[src/rtl/slice_phase_sequencer.sv]
// Slice phase sequencer: releases header, matrix, picture-header and
// per-component encoder blocks in turn, advancing on each block's done.
// Ports:
//   i_clock, i_reset                 clock, sync active-high reset
//   i_start, i_chroma_444            slice request and chroma mode
//   i_*_done                         one-cycle completion pulses
//   i_set_bit_total_byte_size        bit-packer byte count
//   o_*_reset_n                      active-low holds on sub-blocks
//   o_offset, o_block_num            current component geometry
//   o_comp_idx, o_is_y               current component
//   o_y/cb/cr/a_size, o_total_size   captured byte sizes
//   o_busy, o_done, o_timeout_err    status
module slice_phase_sequencer #(
   parameter int NUM_COMP        = 3,
   parameter int Y_BLOCKS        = 32,
   parameter int WORDS_PER_BLOCK = 64,
   parameter int TIMEOUT         = 4096
) (
   input  logic        i_clock,
   input  logic        i_reset,
   input  logic        i_start,
   input  logic        i_chroma_444,
   input  logic        i_header_done,
   input  logic        i_matrix_done,
   input  logic        i_picture_header_done,
   input  logic        i_component_done,
   input  logic [31:0] i_set_bit_total_byte_size,
   output logic        o_header_reset_n,
   output logic        o_matrix_reset_n,
   output logic        o_picture_header_reset_n,
   output logic        o_component_reset_n,
   output logic [31:0] o_offset,
   output logic [31:0] o_block_num,
   output logic [1:0]  o_comp_idx,
   output logic        o_is_y,
   output logic [31:0] o_y_size,
   output logic [31:0] o_cb_size,
   output logic [31:0] o_cr_size,
   output logic [31:0] o_a_size,
   output logic [31:0] o_total_size,
   output logic        o_busy,
   output logic        o_done,
   output logic        o_timeout_err
);

   localparam int CW = $clog2(TIMEOUT + 1);
   localparam logic [1:0] LAST_IDX = 2'(NUM_COMP - 1);
   localparam logic [31:0] YB = 32'(Y_BLOCKS);
   localparam logic [31:0] CB_HALF = 32'(Y_BLOCKS / 2);
   localparam logic [31:0] WPB = 32'(WORDS_PER_BLOCK);

   typedef enum logic [2:0] {
      S_IDLE, S_HDR, S_MTX, S_PHDR, S_CGAP, S_COMP, S_FIN
   } state_t;

   state_t        r_state;
   logic [CW-1:0] r_cnt;
   logic          r_c444;
   logic          r_hdr_rn;
   logic          r_mtx_rn;
   logic          r_phdr_rn;
   logic          r_comp_rn;
   logic [31:0]   r_offset;
   logic [31:0]   r_block_num;
   logic [1:0]    r_comp_idx;
   logic [31:0]   r_size [4];
   logic [31:0]   r_total;
   logic          r_busy;
   logic          r_done;
   logic          r_err;

   logic          w_wait;
   logic          w_adv;
   logic          w_expired;
   logic          w_timeout;
   logic          w_cap;
   logic [31:0]   w_size_nxt [4];
   logic [31:0]   w_sum;
   logic [1:0]    w_nxt_idx;
   logic [31:0]   w_nxt_bn;
   logic [31:0]   w_nxt_off;

   // Cb and Cr are halved in 4:2:2; Y and alpha always full size.
   function automatic logic [31:0] f_blocks(
      input logic [1:0] idx,
      input logic       c444
   );
      if ((idx == 2'd1 || idx == 2'd2) && !c444)
         return CB_HALF;
      return YB;
   endfunction

   always_comb begin
      w_wait = 1'b0;
      w_adv  = 1'b0;
      unique case (r_state)
         S_HDR:  begin w_wait = 1'b1; w_adv = i_header_done; end
         S_MTX:  begin w_wait = 1'b1; w_adv = i_matrix_done; end
         S_PHDR: begin
            w_wait = 1'b1;
            w_adv  = i_picture_header_done;
         end
         S_COMP: begin w_wait = 1'b1; w_adv = i_component_done; end
         default: begin w_wait = 1'b0; w_adv = 1'b0; end
      endcase
   end

   // A done on the expiry cycle takes priority over the timeout.
   assign w_expired = (r_cnt == CW'(TIMEOUT - 1));
   assign w_timeout = w_wait && !w_adv && w_expired;
   assign w_cap     = (r_state == S_COMP) && i_component_done;

   // Sizes including this cycle's capture, so the total is valid
   // in the same cycle as the done pulse.
   always_comb begin
      for (int i = 0; i < 4; i++) begin
         w_size_nxt[i] = r_size[i];
         if (w_cap && r_comp_idx == 2'(i))
            w_size_nxt[i] = i_set_bit_total_byte_size;
      end
      w_sum = w_size_nxt[0] + w_size_nxt[1]
            + w_size_nxt[2] + w_size_nxt[3];
   end

   assign w_nxt_idx = r_comp_idx + 2'd1;
   assign w_nxt_bn  = f_blocks(w_nxt_idx, r_c444);
   assign w_nxt_off = r_offset + r_block_num * WPB;

   always_ff @(posedge i_clock) begin
      if (i_reset) begin
         r_state     <= S_IDLE;
         r_cnt       <= '0;
         r_c444      <= 1'b0;
         r_hdr_rn    <= 1'b0;
         r_mtx_rn    <= 1'b0;
         r_phdr_rn   <= 1'b0;
         r_comp_rn   <= 1'b0;
         r_offset    <= '0;
         r_block_num <= YB;
         r_comp_idx  <= '0;
         r_size      <= '{default: '0};
         r_total     <= '0;
         r_busy      <= 1'b0;
         r_done      <= 1'b0;
         r_err       <= 1'b0;
      end else begin
         r_done <= 1'b0;
         r_cnt  <= r_cnt + 1'b1;
         if (w_timeout) begin
            r_state   <= S_FIN;
            r_cnt     <= '0;
            r_hdr_rn  <= 1'b0;
            r_mtx_rn  <= 1'b0;
            r_phdr_rn <= 1'b0;
            r_comp_rn <= 1'b0;
            r_busy    <= 1'b0;
            r_done    <= 1'b1;
            r_err     <= 1'b1;
            r_total   <= w_sum;
         end else begin
            unique case (r_state)
               S_IDLE: begin
                  if (i_start) begin
                     r_state     <= S_HDR;
                     r_cnt       <= '0;
                     r_c444      <= i_chroma_444;
                     r_size      <= '{default: '0};
                     r_total     <= '0;
                     r_err       <= 1'b0;
                     r_comp_idx  <= '0;
                     r_offset    <= '0;
                     r_block_num <= YB;
                     r_hdr_rn    <= 1'b1;
                     r_busy      <= 1'b1;
                  end
               end
               S_HDR: begin
                  if (w_adv) begin
                     r_state  <= S_MTX;
                     r_cnt    <= '0;
                     r_hdr_rn <= 1'b0;
                     r_mtx_rn <= 1'b1;
                  end
               end
               S_MTX: begin
                  if (w_adv) begin
                     r_state   <= S_PHDR;
                     r_cnt     <= '0;
                     r_mtx_rn  <= 1'b0;
                     r_phdr_rn <= 1'b1;
                  end
               end
               S_PHDR: begin
                  if (w_adv) begin
                     r_state   <= S_CGAP;
                     r_cnt     <= '0;
                     r_phdr_rn <= 1'b0;
                  end
               end
               S_CGAP: begin
                  r_state   <= S_COMP;
                  r_cnt     <= '0;
                  r_comp_rn <= 1'b1;
               end
               S_COMP: begin
                  if (w_adv) begin
                     r_size    <= w_size_nxt;
                     r_comp_rn <= 1'b0;
                     r_cnt     <= '0;
                     if (r_comp_idx != LAST_IDX) begin
                        // Geometry moves while the block is held.
                        r_state     <= S_CGAP;
                        r_comp_idx  <= w_nxt_idx;
                        r_offset    <= w_nxt_off;
                        r_block_num <= w_nxt_bn;
                     end else begin
                        r_state <= S_FIN;
                        r_done  <= 1'b1;
                        r_busy  <= 1'b0;
                        r_total <= w_sum;
                     end
                  end
               end
               S_FIN: begin
                  r_state <= S_IDLE;
                  r_cnt   <= '0;
               end
               default: begin
                  r_state <= S_IDLE;
                  r_cnt   <= '0;
               end
            endcase
         end
      end
   end

   assign o_header_reset_n         = r_hdr_rn;
   assign o_matrix_reset_n         = r_mtx_rn;
   assign o_picture_header_reset_n = r_phdr_rn;
   assign o_component_reset_n      = r_comp_rn;
   assign o_offset                 = r_offset;
   assign o_block_num              = r_block_num;
   assign o_comp_idx               = r_comp_idx;
   assign o_is_y                   = (r_comp_idx == 2'd0);
   assign o_y_size                 = r_size[0];
   assign o_cb_size                = r_size[1];
   assign o_cr_size                = r_size[2];
   assign o_a_size                 = r_size[3];
   assign o_total_size             = r_total;
   assign o_busy                   = r_busy;
   assign o_done                   = r_done;
   assign o_timeout_err            = r_err;

endmodule
[config.mk]
export PLATFORM = sky130hd
export DESIGN_NAME = slice_phase_sequencer
export DESIGN_NICKNAME = d
export VERILOG_FILES = /design/src/rtl/slice_phase_sequencer.sv
export SDC_FILE = /design/constraint.sdc
export NUM_CORES = 1
export LEC_CHECK = 0
export ABC_AREA = 1
export CELL_PAD_IN_SITES_DETAIL_PLACEMENT = 2
export CELL_PAD_IN_SITES_GLOBAL_PLACEMENT = 2
export CORE_UTILIZATION = 32
export DETAILED_ROUTE_END_ITERATION = 10
export DONT_BUFFER_PORTS = 1
export PLACE_DENSITY_LB_ADDON = 0.3
export REMOVE_ABC_BUFFERS = 1
export SLEW_MARGIN = 20
export SYNTH_ARGS = -nofsm -noshare
export SYNTH_HDL_FRONTEND = slang
export SYNTH_SLANG_ARGS = --single-unit
[constraint.sdc]
create_clock -name i_clock -period 4.2 [get_ports i_clock]
set_input_delay 0.42 -clock i_clock [delete_from_list [all_inputs] [get_ports i_clock]]
set_output_delay 0.42 -clock i_clock [all_outputs]
set_load 0.005 [all_outputs]
==> impl_metrics.toml <==
[timing]
slew_violations = 0
fin_tns_setup_ps = -214
min_period_ps = 4270
setup_slack_ps = -68.3
setup-violations-final = 6
worstMarginPinSlew_ps = 1020
rsz0062_at_grt = "yes"
max_freq_ghz = 0.234
maxSlewHeadroom = 0.318
fin_crit_sh = 1.02
whs_ps = 75.6
fin_skew_ps = 13.5
report.final.hold_viol_count = 0

[die]
dieHeight_um = 194
initial_utilization = 0.325
core-area_um2 = 36500
die_x_um = 194
rows = 70
ios = 274
dieArea_um2 = 37800

[detailed_routing]
drc_errors = 0
finalWirelength_mm = 44.7
routedWlPerCell_um = 20.4
via_per_inst = 5.05
drt-pass1-iter-count = 5
drt-initial-drc-count = 234
drt.antenna.violating_nets = 0
routed-via-count = 11039

[setup_path]
cp_data_arrival_time_ps = 4760
rr_worst_depth = 23
cp.required_ps = 4690
cp-end-kind = "flip-flop"
worstSetupPathType = "reg -> reg"
start_kind = "flip-flop"
worst-path-max-fanout = 6

[run_status]
violations = "setup timing"
status = "complete, but fails checks"

[global_route]
grt_pass1_wl_mm = 65.5
grt.overflow.total = 0
grt_pass1_vias = 11856
antenna_found_initial = 0
grt_max_degree = 66
grtUsageTotal = 0.215

[yosys]
netlist.area_leader.share = 0.355
synth_seq_cells = 210
synth_enable_flop_cells = 0
ys_warn_count = 0
yosysTopAreaCell = "dfxtp_1"
mappedNetlistArea_um2 = 11900
syn_inst = 1596
async_flop_share = 0
synth.area.top_cells = "dfxtp_1, fa_1, nand2_1, nor2_1, inv_1"
syn_avg_cell_area_um2 = 7.43
yosys.cell_types.count = 48
synth_seq_area_share = 0.355
ys.flop_type = "dfxtp_1"

[clocking]
cts_buffers = 27
cts_tree = "yes"
cts_sinks = 210
cts-root-buf = "clkbuf_16"
clk_latency_ps = 560
h-tree-depth = 1
clkSlewWorstSetupHoldPaths_ps = 60
clock_path_buffers = 3

[place]
dp_hpwl_mm = 30.5
port_buffers = 0
dpl_cell_area_um2 = 12800
gp_congestion = 0.833

[power_and_ir_drop]
p_leak_uw = 0.00629
power.total_uw = 5260
ir_drop_mv = 0.261
pwr_density_cell_nw_per_um2 = 346

[cells_and_area]
design_area_um2 = 15200
nets = 1843
drive_gt1_frac = 0.218
mostFrequentLayoutCells = "nand2_1, nor2_1, dfxtp_1"
diodes = 0
layout_commonest_cell = "nand2_1"
syn_to_final_growth_pct = 28.2

[hold_path]
hold_path.class = "in -> reg"
holdPathStages = 2

[flow_run]
maxCapViolations = 0
flip-flops by register name, indices dropped and copies added (netlist names):
register                  count
o_offset                     22
o_header_reset_n              1
o_component_reset_n           1
o_block_num                   2
o_comp_idx                    2
o_a_size                     32
o_timeout_err                 1
o_y_size                     32
r_state                       3
r_c444                        1
r_cnt                        13
o_done                        1
o_picture_header_reset_n      1
o_cr_size                    32
o_matrix_reset_n              1
o_busy                        1
o_total_size                 32
o_cb_size                    32
synth_stat cells (3+ instances only):
library cell and instances:
nand2_1 281, a31oi_1 4, fa_1 63, nand3b_1 7, a21oi_1 113, buf_4 51, ha_1 38, or2_2 6
xor2_1 22, nand3_1 96, o21a_1 3, clkbuf_1 24, nand4_1 17, nor3_1 12, nor3b_1 4, o21bai_1 5
nor2_1 249, buf_2 18, clkinv_1 3, nand2_2 5, a21o_1 4, dfxtp_1 210, inv_2 5, inv_1 200
o21ai_0 124
what timing repair did:
| item | CTS | global route |
|---|---|---|
| gates cloned | 1 | 4 |
| setup endpoints to repair | 23 | 25 |
| buffers inserted | 2 | 25 |
| hold endpoints to repair | 39 | 0 |
| hold buffers | 8 | 0 |
| resized for setup | 92 | 203 |
| pin swaps | 10 | 77 |
per-stage QoR:
stage               worst slack, ps   util  instances
floorplan                      -794      -       1540
global route                   -287  0.416       2186
global placement               -166  0.351       2101
detailed placement             -263  0.351       2101
CTS                           -69.3  0.387       2157
finish                        -68.3  0.416       2186
critical path, cell delays in order (launching register included):
cell	delay, ps
dfxtp_4	360
buf_6	120
ha_4	150
nand4_1	160
clkinv_4	180
buf_6	160
buf_6	110
o21ai_4	170
fa_1	480
fa_1	520
inv_1	50
ha_2	190
fa_2	390
nand2_2	110
nand2_2	70
and2_4	180
a21o_1	180
nand2_2	80
nand2_4	80
nand3_4	90
nand2_2	60
nand2_2	70
nand3_2	70
a21oi_1	150
cell type report:
class | count | area, um^2
multi-input combinational | 1121 | 7400
clock inverter | 7 | 91.3
timing repair buffer | 133 | 1320
sequential | 210 | 4210
clock buffer | 38 | 797
inverter | 209 | 795
tap | 468 | 586
fill | 4082 | 21300
per-layer routing:
metal | share of wire | GRT usage | vias up
met2 | 0.51 | 0.386 | 261
met3 | 0.060 | 0.0508 | 77
met1 | 0.40 | 0.251 | 5502
li1 | - | - | 5199
met4 | 0.033 | 0.0632 | 0
met5 | 0 | 0 | -
kinds of logic (layout without fill, tap and decap cells):
logic type	Yosys count	after routing	synth area share
AO/OA/AOI/OAI	261	261	0.115
XOR/XNOR	23	23	0.0170
other	1	40	0.000316
flip-flops	210	210	0.355
buffers and inverters	304	387	0.115
adder cells (fa/ha/maj)	101	101	0.146
AND/OR/NAND/NOR	696	696	0.253
power by group:
part / switching, uW / internal (uW)
logic: 620 / 201
registers: 36.9 / 2040
clock network: 936 / 1430
final timing paths:
check	end	startpoint	slack, ps
worst max-delay path	o_total_size[29]	o_comp_idx[0]	-70
worst min-delay path	o_picture_header_reset_n	i_matrix_done	80
worst max register to register	o_total_size[29]	o_comp_idx[0]	-70
worst min register to register	r_cnt[0]	r_cnt[0]	440
Power figures use the tool's default switching activity.
